==> config.mk <==
export PLATFORM = sky130hd
export DESIGN_NAME = alu_seq_fsm
export DESIGN_NICKNAME = d
export VERILOG_FILES = /design/src/rtl/alu_seq_pkg.sv /design/src/rtl/alu_seq_fsm_onehot_dec.sv /design/src/rtl/alu_seq_fsm.sv
export SDC_FILE = /design/constraint.sdc
export NUM_CORES = 1
export LEC_CHECK = 0
export BUFFER_PORTS_ARGS = -buffer_cell sky130_fd_sc_hd__buf_4
export CAP_MARGIN = 5
export CELL_PAD_IN_SITES_DETAIL_PLACEMENT = 1
export CELL_PAD_IN_SITES_GLOBAL_PLACEMENT = 1
export CORE_MARGIN = 3
export CORE_UTILIZATION = 27
export CTS_CLUSTER_DIAMETER = 30
export DETAILED_ROUTE_END_ITERATION = 8
export PLACE_DENSITY = 0.84
export SYNTH_ARGS = -nofsm -noshare
export SYNTH_HDL_FRONTEND = slang
export SYNTH_SLANG_ARGS = --single-unit
==> constraint.sdc <==
create_clock -name clk -period 1.5 [get_ports clk]
set_clock_uncertainty 0.05 [all_clocks]
set_input_delay 0.3 -clock clk [delete_from_list [all_inputs] [get_ports clk]]
set_output_delay 0.3 -clock clk [all_outputs]
set_load 0.01 [all_outputs]
==> src/rtl/alu_seq_pkg.sv <==
// alu_seq_pkg: shared state encoding, opcode constants and opcode classification
package alu_seq_pkg;
  typedef enum logic [2:0] {IDLE, FETCH, SRC1, SRC2, EXEC, WB, DONE} state_t;
  localparam logic [3:0] OPC_ALUI_ADD = 4'd1;
  localparam logic [3:0] OPC_ALUI_SUB = 4'd2;
  localparam logic [3:0] OPC_ALUR_ADD = 4'd3;
  localparam logic [3:0] OPC_ALUR_SUB = 4'd4;
  function automatic logic is_alui(input logic [31:0] opc);
    return opc == 32'(OPC_ALUI_ADD) || opc == 32'(OPC_ALUI_SUB);
  endfunction
  function automatic logic is_alur(input logic [31:0] opc);
    return opc == 32'(OPC_ALUR_ADD) || opc == 32'(OPC_ALUR_SUB);
  endfunction
endpackage

==> src/rtl/alu_seq_fsm_onehot_dec.sv <==
// onehot_dec: register index to one-hot enable, all zero when disabled
module onehot_dec #(
  parameter int N  = 4,
  parameter int IW = 6
) (
  input  logic [IW-1:0] idx,
  input  logic          en,
  output logic [N-1:0]  oh
);
  for (genvar i = 0; i < N; i++) begin : g_bit
    assign oh[i] = en && (32'(idx) == i);
  end
endmodule

==> src/rtl/alu_seq_fsm.sv <==
// alu_seq_fsm: ALUI/ALUR instruction sequencer driving register, ALU and bus strobes
module alu_seq_fsm
  import alu_seq_pkg::*;
#(
  parameter int DATA_W     = 16,
  parameter int NUM_REGS   = 4,
  parameter int FIELD_W    = 6,
  parameter int OPC_W      = 4,
  parameter int IMM_SIGNED = 0
) (
  input  logic                         clk,
  input  logic                         rst,
  input  logic                         start,
  input  logic [OPC_W+2*FIELD_W-1:0]   instr,
  output logic                         busy,
  output logic                         done,
  output logic                         err,
  output logic                         pc_inc,
  output logic [NUM_REGS-1:0]          g_out,
  output logic [NUM_REGS-1:0]          g_in,
  output logic                         alu_in1,
  output logic                         alu_in2,
  output logic                         imm_out,
  output logic [DATA_W-1:0]            imm_data,
  output logic [OPC_W-1:0]             alu_op,
  output logic                         alu_outlatch,
  output logic                         alu_out_en
);
  localparam int INSTR_W = OPC_W + 2*FIELD_W;
  state_t state, state_n;
  logic [INSTR_W-1:0] ir;
  logic err_q, legal, alur, gout_en;
  logic [OPC_W-1:0] opc;
  logic [FIELD_W-1:0] dst, src2, gout_idx;
  logic [DATA_W-1:0] imm_ext;
  assign opc  = ir[INSTR_W-1 -: OPC_W];
  assign dst  = ir[2*FIELD_W-1 -: FIELD_W];
  assign src2 = ir[FIELD_W-1:0];
  assign alur = is_alur(32'(opc));
  // legality is judged on the live instr since it is only consulted at accept
  assign legal = 32'(instr[2*FIELD_W-1 -: FIELD_W]) < 32'(NUM_REGS) &&
                 (is_alui(32'(instr[INSTR_W-1 -: OPC_W])) ||
                  (is_alur(32'(instr[INSTR_W-1 -: OPC_W])) &&
                   32'(instr[FIELD_W-1:0]) < 32'(NUM_REGS)));
  if (FIELD_W >= DATA_W) begin : g_trunc
    assign imm_ext = src2[DATA_W-1:0];
  end else begin : g_ext
    assign imm_ext = {{(DATA_W-FIELD_W){IMM_SIGNED != 0 && src2[FIELD_W-1]}}, src2};
  end
  always_ff @(posedge clk) begin
    if (rst) begin
      state <= IDLE;
      ir    <= '0;
      err_q <= 1'b0;
    end else begin
      state <= state_n;
      err_q <= state == IDLE && start && !legal;
      if (state == IDLE && start) ir <= instr;
    end
  end
  always_comb begin
    state_n = IDLE;
    unique case (state)
      IDLE:    state_n = (start && legal) ? FETCH : IDLE;
      FETCH:   state_n = SRC1;
      SRC1:    state_n = SRC2;
      SRC2:    state_n = EXEC;
      EXEC:    state_n = WB;
      WB:      state_n = DONE;
      default: state_n = IDLE;
    endcase
    busy         = state != IDLE;
    done         = state == DONE;
    err          = err_q;
    pc_inc       = state == FETCH;
    alu_in1      = state == SRC1;
    alu_in2      = state == SRC2;
    imm_out      = state == SRC2 && !alur;
    alu_outlatch = state == EXEC;
    alu_out_en   = state == WB;
    alu_op       = busy ? opc : '0;
    imm_data     = (state inside {SRC2, EXEC, WB, DONE}) ? imm_ext : '0;
    gout_en      = state == FETCH || state == SRC1 || (state == SRC2 && alur);
    gout_idx     = state == SRC2 ? src2 : dst;
  end
  onehot_dec #(.N(NUM_REGS), .IW(FIELD_W)) u_gout (.idx(gout_idx), .en(gout_en), .oh(g_out));
  onehot_dec #(.N(NUM_REGS), .IW(FIELD_W)) u_gin  (.idx(dst), .en(state == WB), .oh(g_in));
endmodule
==> run_summary.xml <==
<?xml version="1.0" encoding="UTF-8"?>
<metrics>
  <group name="run_status">
    <metric name="run_status" unit="">finished with violations</metric>
    <metric name="violations_in_the_final_reports" unit="">negative setup slack</metric>
  </group>
  <group name="global_route">
    <metric name="grt_max_degree" unit="">21</metric>
    <metric name="gr-total-overflow" unit="">0</metric>
    <metric name="first_global_vias" unit="">1520</metric>
    <metric name="number_of_antenna_violations_at_the_first_check_in_global_routing" unit="">0</metric>
    <metric name="wire_length_of_the_first_global_routing_pass" unit="um">7210</metric>
    <metric name="grt_util_all_layers" unit="%">18.1</metric>
  </group>
  <group name="sta">
    <metric name="hold_ws" unit="ns">0.237</metric>
    <metric name="finalCritPeriodShare" unit="%">144</metric>
    <metric name="worst_slack" unit="ns">-0.660</metric>
    <metric name="timing.final.crit_period" unit="ns">2.16</metric>
    <metric name="rsz0062_at_grt" unit="">yes</metric>
    <metric name="maxSlewViolCount" unit="">0</metric>
    <metric name="timing.final.hold_violations" unit="">0</metric>
    <metric name="setup_violation_total_in_the_final_timing_report" unit="">40</metric>
    <metric name="fmax" unit="MHz">463</metric>
  </group>
  <group name="setup_path">
    <metric name="maximum_net_fanout_on_the_critical_path" unit="">4</metric>
    <metric name="timing.critical_path.from_type" unit="">register</metric>
    <metric name="crit_required" unit="ns">1.15</metric>
    <metric name="critical_path.endpoint" unit="">g_out[2]</metric>
    <metric name="timing.rr.end" unit="">ir[5]</metric>
    <metric name="r2r_setup_slack" unit="ns">-0.07</metric>
    <metric name="cp-startpoint" unit="">ir[5]</metric>
    <metric name="end_kind" unit="">primary output</metric>
    <metric name="reg2regPathDepth" unit="">8</metric>
    <metric name="regToRegStartpoint" unit="">state[1]</metric>
    <metric name="critPathKind" unit="">register to primary output</metric>
    <metric name="timing.critical_path.arrival" unit="ns">1.81</metric>
  </group>
  <group name="power_and_ir_drop">
    <metric name="power_frac_seq" unit="%">40.7</metric>
    <metric name="power.share.switching" unit="%">26.7</metric>
    <metric name="power_density" unit="mW/mm^2">629</metric>
    <metric name="pwr-share-clk" unit="%">38.1</metric>
    <metric name="comb_power_share" unit="%">21.3</metric>
    <metric name="internal_power" unit="mW">1.07</metric>
    <metric name="power.ir.vdd_worst" unit="V">0.000297</metric>
    <metric name="p_leak" unit="nW">0.993</metric>
    <metric name="net-switching-power" unit="uW">389</metric>
  </group>
  <group name="placement">
    <metric name="pre_cts_ws" unit="ns">-0.388</metric>
    <metric name="gp_congestion" unit="">0.731</metric>
    <metric name="numPortBuffers" unit="">45</metric>
    <metric name="post_dp_cell_area" unit="mm^2">0.00168</metric>
    <metric name="final_hpwl_from_detailed_placement" unit="um">2910</metric>
    <metric name="place_inst" unit="">272</metric>
  </group>
  <group name="floorplanning">
    <metric name="placement_rows" unit="">22</metric>
    <metric name="floorplan.core_area" unit="mm^2">0.00383</metric>
    <metric name="num_io_pins" unit="">56</metric>
    <metric name="die_area" unit="mm^2">0.00498</metric>
    <metric name="die_width" unit="um">70.6</metric>
    <metric name="floorplan.initialDensity" unit="%">29.4</metric>
    <metric name="chipHeight" unit="um">70.6</metric>
  </group>
  <group name="synthesis">
    <metric name="synthesized_cell_area" unit="mm^2">0.00113</metric>
    <metric name="post_synth_num_cell_types" unit="">29</metric>
    <metric name="syn_inst" unit="">161</metric>
    <metric name="ys.warnings.count" unit="">0</metric>
    <metric name="fraction_of_the_yosys_area_taken_by_sequential_cells" unit="%">35.6</metric>
    <metric name="ys_ff_latch" unit="">20</metric>
    <metric name="post_synth.cell_area_avg" unit="um^2">6.99</metric>
  </group>
  <group name="clocking">
    <metric name="h-tree-depth" unit="">1</metric>
    <metric name="cts_buffer_depth" unit="">2</metric>
    <metric name="clkSinkCount" unit="">20</metric>
    <metric name="cts_buffers" unit="">3</metric>
    <metric name="cts.reportedPaths.clkPinSlew" unit="ns">0.09</metric>
    <metric name="clkLatencyLatePin" unit="ns">0.26</metric>
    <metric name="buffer_type_at_the_clock_tree_root" unit="">sky130_fd_sc_hd__clkbuf_8</metric>
    <metric name="cts_tree" unit="">built</metric>
  </group>
  <group name="layout">
    <metric name="post_route_cells_drive_above_1_share" unit="%">65.1</metric>
    <metric name="mostFrequentLayoutCells" unit="">53 x sky130_fd_sc_hd__buf_4, 28 x sky130_fd_sc_hd__buf_6, 21 x sky130_fd_sc_hd__nand2_1</metric>
    <metric name="finalNetCount" unit="">261</metric>
    <metric name="finalInstanceArea" unit="mm^2">0.00231</metric>
    <metric name="final.fill_count" unit="">446</metric>
    <metric name="layout-area-overhead-vs-synth" unit="%">105</metric>
    <metric name="layout_commonest_cell" unit="">sky130_fd_sc_hd__buf_4</metric>
    <metric name="antenna_cells" unit="">0</metric>
    <metric name="finish.cell_count_without_fillers" unit="">289</metric>
  </group>
  <group name="run">
    <metric name="cap_violations" unit="">0</metric>
  </group>
  <group name="routing">
    <metric name="route.detailed.wl_per_inst" unit="um">18.9</metric>
    <metric name="routed_via_density" unit="">5.07</metric>
    <metric name="antenna_violating_nets_post_route" unit="">0</metric>
    <metric name="total_number_of_vias" unit="">1465</metric>
    <metric name="drt-initial-drc-count" unit="">58</metric>
    <metric name="detailed_routing_iteration_count_for_the_pre_antenna_repair_pass" unit="">4</metric>
    <metric name="routed_wl" unit="um">5460</metric>
    <metric name="drc" unit="">0</metric>
  </group>
  <group name="min_path">
    <metric name="hold_path_startpoint" unit="">instr[4]</metric>
    <metric name="worst_hold_path_type" unit="">input pin to register</metric>
  </group>
</metrics>
[routing by layer]
metal | vias up | part of all wire, % | track usage [%]
met3 | 18 | 3.7 | 2.13
met2 | 50 | 57 | 35.6
met4 | 0 | 3.8 | 8.14
li1 | 679 | - | -
met1 | 718 | 36 | 18.9
met5 | - | 0 | 0
[worst min path at each step]
stage | cells after the start | endpoint | slack (ns)
after global placement | 2 | ir[8] | 0.40
final | 3 | ir[4] | 0.24
after global routing | 3 | ir[2] | 0.24
after floorplan | 2 | ir[10] | 0.39
after CTS | 3 | ir[0] | 0.23
after detailed placement | 2 | ir[11] | 0.41
[through the flow]
step	setup TNS [ns]	util, %	power (mW)
floorplan	-0.782	-	0.711
global placement	-1.73	44.0	0.796
detailed placement	-2.84	44.0	0.803
CTS	-6.08	52.8	1.36
global route	-9.54	60.4	1.50
finish	-7.67	60.4	1.45
[kinds of logic after synthesis]
kind of cell	synth area share (%)
DFF	35.6
AOI/OAI and AO/OA	16.2
other	0.333
buffers and inverters	11.2
and+or+nand+nor	36.7
[synth_stat cells, drive strengths merged]
master	count	share of area [%]
buf	13	8.2
o21a	1	0.67
conb	1	0.33
nor4	2	1.1
a22o	1	0.78
a21boi	1	0.67
and3	1	0.56
nor2b	8	4.4
a211oi	2	1.8
nand3b	1	0.67
nand2	36	12
nor2	20	6.7
nand2b	5	2.8
or3b	1	0.78
a31oi	5	2.8
nor3	8	4.6
nand3	2	0.89
o31ai	1	0.67
or4	2	1.7
clkbuf	4	1.3
dfxtp	20	36
and2	1	0.56
inv	5	1.7
a21oi	20	8.9
[power groups by stage]
stage	clock, mW	combinational, mW	sequential (mW)
finish	0.553	0.309	0.591
global placement	0	0.206	0.590
global route	0.576	0.332	0.595
detailed placement	0	0.211	0.593
floorplan	0	0.122	0.589
CTS	0.547	0.234	0.583
[state kept, by name (all words and copies together), names as in the netlist]
| name | flops |
|---|---|
| err | 1 |
| ir | 16 |
| state | 3 |
[what timing repair did]
action	in CTS	in global routing
pin swaps	7	17
gates resized for setup	50	72
endpoints found under the setup margin	29	44
hold buffers	0	0
gates cloned	1	1
buffers inserted	8	7
[final cells by class]
class / count / area, um^2 / area share (%)
timing repair buffer: 83 / 753 / 32.6
sequential: 20 / 414 / 17.9
multi-input combinational: 128 / 983 / 42.6
inverter: 5 / 21.3 / 0.920
tap: 48 / 60.1 / 2.60
clock inverter: 1 / 30.0 / 1.30
clock buffer: 3 / 41.3 / 1.79
timing repair inverter: 1 / 7.51 / 0.325
[critical path, stage by stage, from the launching register on]
cell and delay (ns):
sky130_fd_sc_hd__dfxtp_2 0.34, sky130_fd_sc_hd__or4_4 0.55, sky130_fd_sc_hd__a211oi_4 0.23, sky130_fd_sc_hd__a31oi_4 0.16, sky130_fd_sc_hd__nor3_2 0.13, sky130_fd_sc_hd__buf_4 0.14
Note: power is estimated with default switching activity, not from simulation.
